File: config.mk
export PLATFORM = sky130hd
export DESIGN_NAME = mcu_debug_responder
export DESIGN_NICKNAME = d
export VERILOG_FILES = /design/src/rtl/mcu_debug_responder.sv
export SDC_FILE = /design/constraint.sdc
export NUM_CORES = 1
export LEC_CHECK = 0
export BUFFER_PORTS_ARGS = -buffer_cell sky130_fd_sc_hd__buf_2
export CAP_MARGIN = 20
export CORE_ASPECT_RATIO = 1.75
export CORE_MARGIN = 4
export CORE_UTILIZATION = 43
export CTS_CLUSTER_DIAMETER = 40
export DETAILED_ROUTE_END_ITERATION = 10
export GPL_TIMING_DRIVEN = 0
export PLACE_DENSITY = 0.76
export REMOVE_ABC_BUFFERS = 1
export SYNTH_ARGS = -nofsm -noshare
export SYNTH_HDL_FRONTEND = slang
export SYNTH_SLANG_ARGS = --single-unit
File: constraint.sdc
create_clock -name clk -period 1.85 [get_ports clk]
set_input_delay 0.2775 -clock clk [delete_from_list [all_inputs] [get_ports clk]]
set_output_delay 0.2775 -clock clk [all_outputs]
set_load 0.005 [all_outputs]
File: src/rtl/mcu_debug_responder.sv
// MCU-side endpoint of the UART debugger command interface.
// Services pause/resume/reset and memory/register-file debug accesses.
module mcu_debug_responder #(
    parameter int MEM_LAT    = 1,
    parameter int RST_CYCLES = 4
) (
    input  logic        clk,
    input  logic        rst_n,
    input  logic        pause,
    input  logic        resume,
    input  logic        reset,
    input  logic        mem_rd,
    input  logic        mem_wr,
    input  logic        rf_rd,
    input  logic        rf_wr,
    input  logic        mem_rw_byte,
    input  logic [31:0] addr,
    input  logic [31:0] wdata,
    output logic        mcu_busy,
    output logic [31:0] rdata,
    output logic        err,
    output logic        paused,
    output logic        mcu_stall,
    output logic        mcu_reset,
    input  logic        cpu_idle,
    output logic [31:0] dbg_mem_addr,
    output logic [31:0] dbg_mem_wdata,
    output logic        dbg_mem_re,
    output logic        dbg_mem_we,
    output logic [1:0]  dbg_mem_size,
    input  logic [31:0] dbg_mem_rdata,
    output logic [4:0]  dbg_rf_addr,
    output logic [31:0] dbg_rf_wdata,
    output logic        dbg_rf_we,
    input  logic [31:0] dbg_rf_rdata
);

    typedef enum logic [3:0] {
        S_RUN, S_PAUSING, S_PAUSED, S_RESUMING, S_MEM_RD,
        S_MEM_WR, S_RF_RD, S_RF_WR, S_RESET, S_NOP
    } state_t;

    localparam logic [3:0] RST_CNT = 4'(RST_CYCLES - 1);
    localparam logic [3:0] MEM_CNT = 4'(MEM_LAT - 1);

    state_t      state;
    state_t      ret_state;
    logic [3:0]  cnt;
    logic [1:0]  lane;
    logic        byte_rd;
    logic        any_acc;
    logic [31:0] rd_sel;

    assign any_acc = mem_rd | mem_wr | rf_rd | rf_wr;

    // Byte reads return the addressed lane zero-extended; word reads pass through.
    always_comb begin
        rd_sel = dbg_mem_rdata;
        if (byte_rd)
            rd_sel = {24'h0, dbg_mem_rdata[{lane, 3'b000} +: 8]};
    end

    // Command FSM; every output is a register updated here.
    always_ff @(posedge clk) begin
        if (!rst_n) begin
            state         <= S_RUN;
            ret_state     <= S_RUN;
            cnt           <= 4'd0;
            lane          <= 2'd0;
            byte_rd       <= 1'b0;
            mcu_busy      <= 1'b0;
            rdata         <= 32'h0;
            err           <= 1'b0;
            paused        <= 1'b0;
            mcu_stall     <= 1'b0;
            mcu_reset     <= 1'b0;
            dbg_mem_addr  <= 32'h0;
            dbg_mem_wdata <= 32'h0;
            dbg_mem_re    <= 1'b0;
            dbg_mem_we    <= 1'b0;
            dbg_mem_size  <= 2'd0;
            dbg_rf_addr   <= 5'd0;
            dbg_rf_wdata  <= 32'h0;
            dbg_rf_we     <= 1'b0;
        end else begin
            unique case (state)
                S_RUN, S_PAUSED: begin
                    ret_state <= state;
                    if (reset) begin
                        state     <= S_RESET;
                        mcu_reset <= 1'b1;
                        cnt       <= RST_CNT;
                        mcu_busy  <= 1'b1;
                        err       <= 1'b0;
                    end else if (pause) begin
                        mcu_busy <= 1'b1;
                        err      <= 1'b0;
                        if (state == S_RUN) begin
                            state     <= S_PAUSING;
                            mcu_stall <= 1'b1;
                            // one cycle for the stall to reach the core
                            cnt       <= 4'd1;
                        end else begin
                            state <= S_NOP;
                        end
                    end else if (resume) begin
                        mcu_busy <= 1'b1;
                        err      <= 1'b0;
                        if (state == S_PAUSED) begin
                            state     <= S_RESUMING;
                            mcu_stall <= 1'b0;
                            cnt       <= 4'd1;
                        end else begin
                            state <= S_NOP;
                        end
                    end else if (any_acc) begin
                        mcu_busy <= 1'b1;
                        if (state == S_RUN) begin
                            state <= S_NOP;
                            err   <= 1'b1;
                        end else begin
                            err <= 1'b0;
                            if (mem_rd || mem_wr) begin
                                dbg_mem_addr <= mem_rw_byte ? addr
                                              : {addr[31:2], 2'b00};
                                dbg_mem_size <= mem_rw_byte ? 2'd0 : 2'd2;
                                lane         <= addr[1:0];
                                byte_rd      <= mem_rw_byte;
                            end
                            if (mem_rd) begin
                                state      <= S_MEM_RD;
                                dbg_mem_re <= 1'b1;
                                cnt        <= MEM_CNT;
                            end else if (mem_wr) begin
                                state         <= S_MEM_WR;
                                dbg_mem_we    <= 1'b1;
                                dbg_mem_wdata <= wdata;
                            end else if (rf_rd) begin
                                state       <= S_RF_RD;
                                dbg_rf_addr <= addr[4:0];
                            end else begin
                                state        <= S_RF_WR;
                                dbg_rf_addr  <= addr[4:0];
                                dbg_rf_wdata <= wdata;
                                dbg_rf_we    <= (addr[4:0] != 5'd0);
                            end
                        end
                    end
                end
                S_PAUSING: begin
                    if (cnt != 4'd0) begin
                        cnt <= cnt - 4'd1;
                    end else if (cpu_idle) begin
                        state    <= S_PAUSED;
                        paused   <= 1'b1;
                        mcu_busy <= 1'b0;
                    end
                end
                S_RESUMING: begin
                    if (cnt != 4'd0) begin
                        cnt <= cnt - 4'd1;
                    end else begin
                        state    <= S_RUN;
                        paused   <= 1'b0;
                        mcu_busy <= 1'b0;
                    end
                end
                S_MEM_RD: begin
                    if (cnt != 4'd0) begin
                        cnt <= cnt - 4'd1;
                    end else begin
                        rdata      <= rd_sel;
                        dbg_mem_re <= 1'b0;
                        state      <= S_PAUSED;
                        mcu_busy   <= 1'b0;
                    end
                end
                S_MEM_WR: begin
                    dbg_mem_we <= 1'b0;
                    state      <= S_PAUSED;
                    mcu_busy   <= 1'b0;
                end
                S_RF_RD: begin
                    rdata    <= dbg_rf_rdata;
                    state    <= S_PAUSED;
                    mcu_busy <= 1'b0;
                end
                S_RF_WR: begin
                    dbg_rf_we <= 1'b0;
                    state     <= S_PAUSED;
                    mcu_busy  <= 1'b0;
                end
                S_RESET: begin
                    if (cnt != 4'd0) begin
                        cnt <= cnt - 4'd1;
                    end else begin
                        mcu_reset <= 1'b0;
                        paused    <= 1'b0;
                        mcu_stall <= 1'b0;
                        state     <= S_RUN;
                        mcu_busy  <= 1'b0;
                    end
                end
                S_NOP: begin
                    state    <= ret_state;
                    mcu_busy <= 1'b0;
                end
                default: begin
                    state    <= S_RUN;
                    mcu_busy <= 1'b0;
                end
            endcase
        end
    end

endmodule

==> impl_metrics.toml, run 1 <==
[timing]
fin_crit_sh = 1.04
setup_viol = 42
tightest_slew_ps = 1010
relSlewSlack = 0.324
layout_min_cycle_time_ps = 1930
rsz0062_at_grt = "true"
final.setup.tns_ps = -780
fin_skew_ps = 15.0
fmax_mhz = 518
drv_slew = 0
worst_slack_ps = -82.3
hold_viol_final = 0

[yosys]
synth_common_cells = "nand2_1 (222), a21oi_1 (166), dfxtp_1 (157), clkbuf_1 (37), nor2_1 (36)"
yosys_most_used_dff = "dfxtp_1"
yosys-mux-area-fraction = 0.0169
synthSimpleGateAreaFrac = 0.241
yosys.cell_count.top_type = "nand2_1"
synth_cells = 829
ys.warnings.count = 0
synth_top_area_cell = "dfxtp_1"
synth-async-reset-ratio = 0
synth_xor_area_frac = 0.00249
ys_seq_area_frac = 0.482
ys_types = 55
synthTopCellsByArea = "dfxtp_1 (48%), nand2_1 (13%), a21oi_1 (13%)"
postSynthAreaPerCell_um2 = 7.87
synth_fa_ha_area_frac = 0.00192
synth_seq_cells = 157
synthesis.area_um2 = 6520
synth_top_area_frac = 0.482
synth_top_family_by_area = "simple AND/OR/NAND/NOR gates"
synth-compound-area-share = 0.205
synth_edf_count = 0

[worst_setup_path]
worstPathArrival_ps = 2270
endpoint_kind = "flop"
crit_type = "flop to flop"
startpoint_type = "flop"
crit_required_ps = 2190
cp_max_fo = 12

[global_route]
grt_first_pass_wirelength_mm = 33.3
grt_max_degree = 77
first_global_vias = 6784
grt_antenna_before_repair = 0
grt.total_usage = 0.240
grt_overflow = 0

[cells_and_area]
diodes = 0
fin_cells = 1322
fin_nets = 1266
drive_gt1_frac = 0.430
area_delta_synth_final_pct = 50.8
regArea_um2 = 3160
final_util = 0.660
fillers = 1265
multi_input_area_um2 = 3630

[pwr]
seqPwrFrac = 0.374
p_sw_uw = 3470
comb_power_share = 0.285
intPower_uw = 7040
switching_share = 0.330
clkPwrFrac = 0.340
p_per_area_nw_per_um2 = 1070
ir_drop_uv = 654
p_leak_uw = 0.00422

[clocking]
clock_path_buffers = 2
cts_root_buf = "clkbuf_16"
numCtsBuffers = 17
tritoncts = "built"
cts.sinks = 157
htree_levels = 4
postCtsHoldBufs = 0
clkLatencyLatePin_ps = 430
clk_pin_slew_worst_paths_ps = 70

[die]
ios = 282
fp.coreArea_um2 = 14900
die_width_um = 101
rows = 59
fp.dieH_um = 171
start_util = 0.437
dieArea_um2 = 17300

[drt]
routedWlPerCell_um = 17.5
via_per_inst = 5.41
first_pass_iters = 5
ant_nets = 0
drc = 0
drt_wl_total_mm = 23.2
vias = 7154
detail_route.iter0.violations = 338

[worst_hold_path]
hp-class = "primary input to flop"

[placement]
gp_congestion = 0.832
hpwlAfterDp_mm = 14.8
portBuffers = 280
place_inst = 1237

[run_status]
status = "finished, violations left"
failed_checks = "negative setup slack"

[run]
maxCapViolCount = 0
==> power by group through the flow <==
stage / combinational, uW / sequential [uW] / clock (uW)
2_1_floorplan: 1190 / 3990 / 0
3_3_place_gp: 1890 / 4020 / 0
3_5_place_dp: 1960 / 4030 / 0
4_1_cts: 2660 / 3920 / 3640
5_1_grt: 3240 / 3970 / 3780
6_report: 3000 / 3930 / 3580
==> flip-flops by register name, indices dropped and copies added, names as in the netlist, 2 cells and up <==
register       cells
dbg_mem_addr      32
dbg_mem_wdata     32
dbg_rf_wdata      32
rdata             32
dbg_rf_addr        5
cnt                4
ret_state          4
state              4
lane               2
==> cell families (layout without fill, tap and decap cells) <==
logic type	after synthesis	after routing
muxes	11	11
and+or+nand+nor	343	346
adders and majority gates	1	1
AOI/OAI and AO/OA	244	244
DFF	157	157
other	1	1
buffers and inverters	71	378
xor gates and xnor gates	1	1
==> worst max-delay path: stages (launching register included) <==
cell and delay, ps:
dfxtp_4 460, buf_4 150, xor2_2 200, a21oi_2 130, or4_1 460, or3_1 330
a21oi_1 120
==> placed cells by master, fill, tap and decap left out, types with 12 or more instances in the layout <==
cell type and instances:
o31ai_1 12, nand2_2 17, nor3b_1 25, nand2_4 25, o21ai_0 32, clkbuf_16 22
buf_2 280, buf_6 12, a21oi_1 134, nand2_1 180, buf_4 26, nor2_1 31
a21oi_2 33, dfxtp_1 152
==> path summary, 6_finish.rpt <==
kind / slack [ps] / depth (start not counted) / to / start
worst max-delay path: -80 / 6 / cnt[3] / state[2]
worst min register to register: 450 / 2 / dbg_rf_wdata[9] / dbg_rf_wdata[9]
worst max register to register: -80 / 6 / cnt[3] / state[2]
worst min-delay path: 50 / 3 / rdata[5] / dbg_rf_rdata[5]
==> per-stage QoR <==
stage | total power [uW] | worst slack (ps) | area [um^2] | hold slack (ps)
6_report | 10500 | -82.3 | 9840 | 46.8
3_3_place_gp | 5910 | -2180 | 7860 | 438
2_1_floorplan | 5180 | -842 | 6230 | 386
5_1_grt | 11000 | -171 | 9840 | 60.0
3_5_place_dp | 5990 | -1040 | 8050 | 443
4_1_cts | 10200 | -17.3 | 9140 | 36.5
==> routing by layer <==
metal	vias to the layer above	wire, um	GRT usage
met1	3315	8300	0.259
met2	322	12300	0.433
met4	0	907	0.108
met5	-	0	0
li1	3449	-	-
met3	68	1630	0.0600
==> cell type report <==
class	instances	area share
multi-input combinational	604	0.369
sequential	157	0.321
inverter	8	0.00331
tap	183	0.0233
timing repair buffer	338	0.221
clock buffer	17	0.0432
clock inverter	15	0.0193
==> what timing repair did <==
action / in CTS / in global routing
resized for setup: 37 / 121
pin swaps: 16 / 50
setup endpoints to repair: 150 / 141
buffers inserted: 30 / 12
cloned: 4 / 7
Power figures use the tool's default switching activity.
==> run 2, diff against run 1 <==
--- a/config.mk
+++ b/config.mk
@@ -9,11 +9,12 @@
 export CAP_MARGIN = 20
 export CORE_ASPECT_RATIO = 1.75
 export CORE_MARGIN = 4
-export CORE_UTILIZATION = 43
+export CORE_UTILIZATION = 44
+export CTS_BUF_LIST = sky130_fd_sc_hd__clkbuf_2 sky130_fd_sc_hd__clkbuf_4 sky130_fd_sc_hd__clkbuf_8
 export CTS_CLUSTER_DIAMETER = 40
 export DETAILED_ROUTE_END_ITERATION = 10
 export GPL_TIMING_DRIVEN = 0
-export PLACE_DENSITY = 0.76
+export PLACE_DENSITY = 0.78
 export REMOVE_ABC_BUFFERS = 1
 export SYNTH_ARGS = -nofsm -noshare
 export SYNTH_HDL_FRONTEND = slang
==> impl_metrics.toml, run 2 (same netlist as run 1, synthesis figures left out) <==
[run_status]
status = "finished, violations left"
failed_checks = "negative setup slack"

[global_route]
grt.total_usage = 0.246
first_global_vias = 6837
grt_max_degree = 62
grt_overflow = 0
grt_first_pass_wirelength_mm = 33.6
grt_antenna_before_repair = 3

[worst_setup_path]
worstPathArrival_ps = 2240
cpMaxStageDelayCell = "or4_4"
timing.critical_path.buf_inv = 1
startpoint_type = "flop"
cpLargestDelayFamily = "simple AND/OR/NAND/NOR gates"
path_cells = "buf_4, nor3b_4, a21oi_2, or4_4, or3_1, a21oi_1"
endpoint_kind = "flop"
cp_max_fo = 6
critPathMaxStageDelay_ps = 440
crit_required_ps = 2210
crit_type = "flop to flop"

[cells_and_area]
layout_common_cells = "buf_2 (280), nand2_1 (219), a21oi_1 (166)"
final_common_cell = "buf_2"
area_delta_synth_final_pct = 41.5
fin_nets = 1255
drive_gt1_frac = 0.379

[timing]
worst_slack_ps = -21.8
fin_crit_sh = 1.01
hold_viol_final = 0
setup_viol = 13
relSlewSlack = 0.393
whs_ps = 33.8
fmax_mhz = 534
rsz0062_at_grt = "true"
layout_min_cycle_time_ps = 1870
drv_slew = 0
fin_skew_ps = 18.0
tightest_slew_ps = 902

[die]
ios = 282
rows = 58
fp.coreArea_um2 = 14400
fp.dieH_um = 169
start_util = 0.452
dieArea_um2 = 16900
die_width_um = 100

[clocking]
tritoncts = "built"
cts.sinks = 157
clock_path_buffers = 2
htree_levels = 4
cts_root_buf = "clkbuf_8"
numCtsBuffers = 17
clk_pin_slew_worst_paths_ps = 90
clkLatencyLatePin_ps = 440

[drt]
via_per_inst = 5.42
detail_route.iter0.violations = 371
drc = 0
routedWlPerCell_um = 17.1
vias = 7094
ant_nets = 0
drt_wl_total_mm = 22.4
first_pass_iters = 5

[placement]
hpwlAfterDp_mm = 14.8
gp_congestion = 0.836
portBuffers = 280

[pwr]
p_per_area_nw_per_um2 = 1050
ir_drop_uv = 654
seqPwrFrac = 0.411
p_sw_uw = 3470
intPower_uw = 6180
comb_power_share = 0.330
clkPwrFrac = 0.260
p_leak_uw = 0.00390
p_total_uw = 9660
switching_share = 0.360

[run]
maxCapViolCount = 0

[worst_hold_path]
hp-class = "primary input to flop"
==> run 2: cell count changes in the layout (fill, tap and decap cells not counted), sizes merged, moves of 2 or more <==
cell,previous run,this run
clkinvlp,0,2
buf,332,325
clkbuf,22,18
diode,0,2
nand3,13,15
clkinv,6,4
==> run 2: area by class of cell <==
cell class                      count  area, um^2
Fill cell                        1298        5210
Multi-Input combinational cell    605        3420
Sequential cell                   157        3160
Timing Repair Buffer              326        2000
Clock buffer                       18         241
Tap cell                          180         225
Clock inverter                     14         145
Inverter                            8        35.0
Antenna cell                        2        5.00
==> run 2: worst reg2reg max path, stage by stage (launching register included) <==
cell,delay [ps]
dfxtp_4,430
buf_4,170
nor3b_4,230
a21oi_2,90
or4_4,450
or3_1,310
a21oi_1,120
==> run 2: worst paths after layout <==
kind	start	to	slack (ps)	cells past startpoint
setup / recovery	state[0]	cnt[3]	-20	6
hold / removal	dbg_rf_rdata[0]	rdata[0]	30	3
setup reg to reg	state[0]	cnt[3]	-20	6
hold reg to reg	dbg_mem_addr[11]	dbg_mem_addr[11]	460	2
==> run 2: metrics by stage <==
stage / setup WS [ps] / cells / area (um^2) / setup TNS, ps / utilization
floorplan: -842 / 766 / 6230 / -79830 / -
global placement: -2230 / 1226 / 7850 / -219330 / 0.544
detailed placement: -1060 / 1234 / 8060 / -95680 / 0.558
CTS: 2.50 / 1296 / 8900 / 0 / 0.616
global route: -98.8 / 1310 / 9230 / -2330 / 0.639
finish: -21.8 / 1310 / 9230 / -95.9 / 0.639
==> run 2: routing by layer <==
layer / track usage / routed length [um]
met5: 0 / 7
met3: 0.0594 / 1710
met4: 0.112 / 854
met2: 0.451 / 11900
met1: 0.261 / 8000
==> run 2: repair_timing <==
item / 4_1_cts / 5_1_grt
pin swaps: 11 / 6
resized for setup: 40 / 43
setup buffers: 26 / 10
gates cloned: 3 / 2
hold buffers: 1 / 0
endpoints found under the hold margin: 1 / 0
setup endpoints to repair: 149 / 101
==> run 2: power groups by stage <==
stage / registers (uW) / clock network, uW / logic [uW]
global route: 3990 / 2690 / 3410
detailed placement: 4030 / 0 / 1980
CTS: 3940 / 2570 / 2630
global placement: 4020 / 0 / 1890
finish: 3960 / 2510 / 3180
floorplan: 3990 / 0 / 1190
==> run 3, diff against run 2 <==
--- a/config.mk
+++ b/config.mk
@@ -7,9 +7,11 @@
 export LEC_CHECK = 0
 export BUFFER_PORTS_ARGS = -buffer_cell sky130_fd_sc_hd__buf_2
 export CAP_MARGIN = 20
+export CELL_PAD_IN_SITES_DETAIL_PLACEMENT = 1
+export CELL_PAD_IN_SITES_GLOBAL_PLACEMENT = 1
 export CORE_ASPECT_RATIO = 1.75
 export CORE_MARGIN = 4
-export CORE_UTILIZATION = 44
+export CORE_UTILIZATION = 31
 export CTS_BUF_LIST = sky130_fd_sc_hd__clkbuf_2 sky130_fd_sc_hd__clkbuf_4 sky130_fd_sc_hd__clkbuf_8
 export CTS_CLUSTER_DIAMETER = 40
 export DETAILED_ROUTE_END_ITERATION = 10
==> impl_metrics.toml, run 3 (same netlist as run 1, synthesis figures left out) <==
[worst_setup_path]
crit_type = "flop to flop"
startpoint_type = "flop"
crit_required_ps = 2180
endpoint_kind = "flop"
cp_max_fo = 7
rr_worst_depth = 6
worstPathArrival_ps = 2260

[timing]
drv_slew = 0
whs_ps = 41.7
hold_viol_final = 0
fin_crit_sh = 1.04
worst_slack_ps = -80.8
fin_skew_ps = 12.8
layout_min_cycle_time_ps = 1930
relSlewSlack = 0.381
setup_viol = 29
tightest_slew_ps = 920
fmax_mhz = 518
rsz0062_at_grt = "true"

[clocking]
clk_pin_slew_worst_paths_ps = 80
clock_path_buffers = 2
numCtsBuffers = 17
cts.sinks = 157
cts_root_buf = "clkbuf_8"
clkLatencyLatePin_ps = 460
htree_levels = 4
tritoncts = "built"

[global_route]
grt_overflow = 0
first_global_vias = 7255
grt_max_degree = 77
grt_antenna_before_repair = 1
grt_first_pass_wirelength_mm = 38.6
grt.total_usage = 0.204

[cells_and_area]
drive_gt1_frac = 0.408
layout_common_cells = "buf_2 (280), nand2_1 (197), a21oi_1 (159)"
final_common_cell = "buf_2"
fin_nets = 1280
area_delta_synth_final_pct = 49.5

[worst_hold_path]
hp-class = "primary input to flop"
holdPathStages = 3

[placement]
gp_congestion = 0.838
place_ws_ps = -1190
portBuffers = 280
hpwlAfterDp_mm = 17.4

[pwr]
ir_drop_uv = 559
p_leak_uw = 0.00412
p_per_area_nw_per_um2 = 1050

[die]
rows = 70
dieArea_um2 = 23500
start_util = 0.313
fp.dieH_um = 200
ios = 282
fp.coreArea_um2 = 20800
die_width_um = 118

[drt]
via_per_inst = 5.22
vias = 7345
drt_wl_total_mm = 27.5
first_pass_iters = 4
drc = 0
routedWlPerCell_um = 19.5
detail_route.iter0.violations = 339
ant_nets = 0

[run_status]
status = "finished, violations left"
failed_checks = "negative setup slack"

[run]
maxCapViolCount = 0
## run 3: changes by cell type in the layout (fill, tap and decap cells not counted), sizes merged, moves of 2 or more
cell	before	now
dlygate4sd3	1	5
bufinv	0	4
clkbuf	18	25
inv	16	11
buf	325	341
nand3	15	13
## run 3: final timing paths
kind	from	to	slack [ps]
worst min-delay path	dbg_rf_rdata[4]	rdata[4]	40
worst min register to register	dbg_mem_wdata[8]	dbg_mem_wdata[8]	450
worst max register to register	state[0]	state[2]	-80
worst max-delay path	state[0]	state[2]	-80
## run 3: what timing repair did
item	in CTS	in global routing
pin swaps	11	13
endpoints found under the setup margin	151	108
endpoints found under the hold margin	5	0
setup buffers	32	18
gates resized for setup	41	66
hold buffers	5	0
gates cloned	3	7
## run 3: report_power, final
group	switching, uW	internal (uW)	leakage (uW)
Combinational	1790	1620	0.00263
Clock	1390	1510	0.000220
Sequential	275	3670	0.00127
Total	3460	6810	0.00412
## run 3: metal layers
layer	part of all wire	vias to the layer above	global-route usage
li1	-	3461	-
met1	0.37	3572	0.215
met2	0.55	248	0.394
met3	0.048	64	0.0417
met4	0.033	0	0.0870
met5	0	-	0
## run 3: metrics by stage
step / total power [uW] / TNS (ps) / utilization / instances / instance area (um^2)
3_3_place_gp: 5970 / -245340 / 0.381 / 1298 / 7940
4_1_cts: 9630 / -53.5 / 0.442 / 1380 / 9210
3_5_place_dp: 6090 / -99680 / 0.392 / 1308 / 8170
2_1_floorplan: 5180 / -79830 / - / 766 / 6230
5_1_grt: 10700 / -5100 / 0.468 / 1406 / 9750
6_report: 10300 / -610 / 0.468 / 1407 / 9750
## run 3: cell type report
class / count / area [um^2]
fillers: 2592 / 11100
multi-input cells: 604 / 3440
flip-flops and latches: 157 / 3170
repair buffers: 352 / 2360
well taps: 252 / 315
clock buffers: 19 / 249
clock inverters: 13 / 188
inverters: 8 / 36.3
diodes: 2 / 5.00
## run 3: critical path: stages (launching register included)
cell and delay [ps]:
dfxtp_4 390, or4_4 580, and3_4 200, buf_4 120, buf_4 130, a21oi_1 220, a21oi_1 140
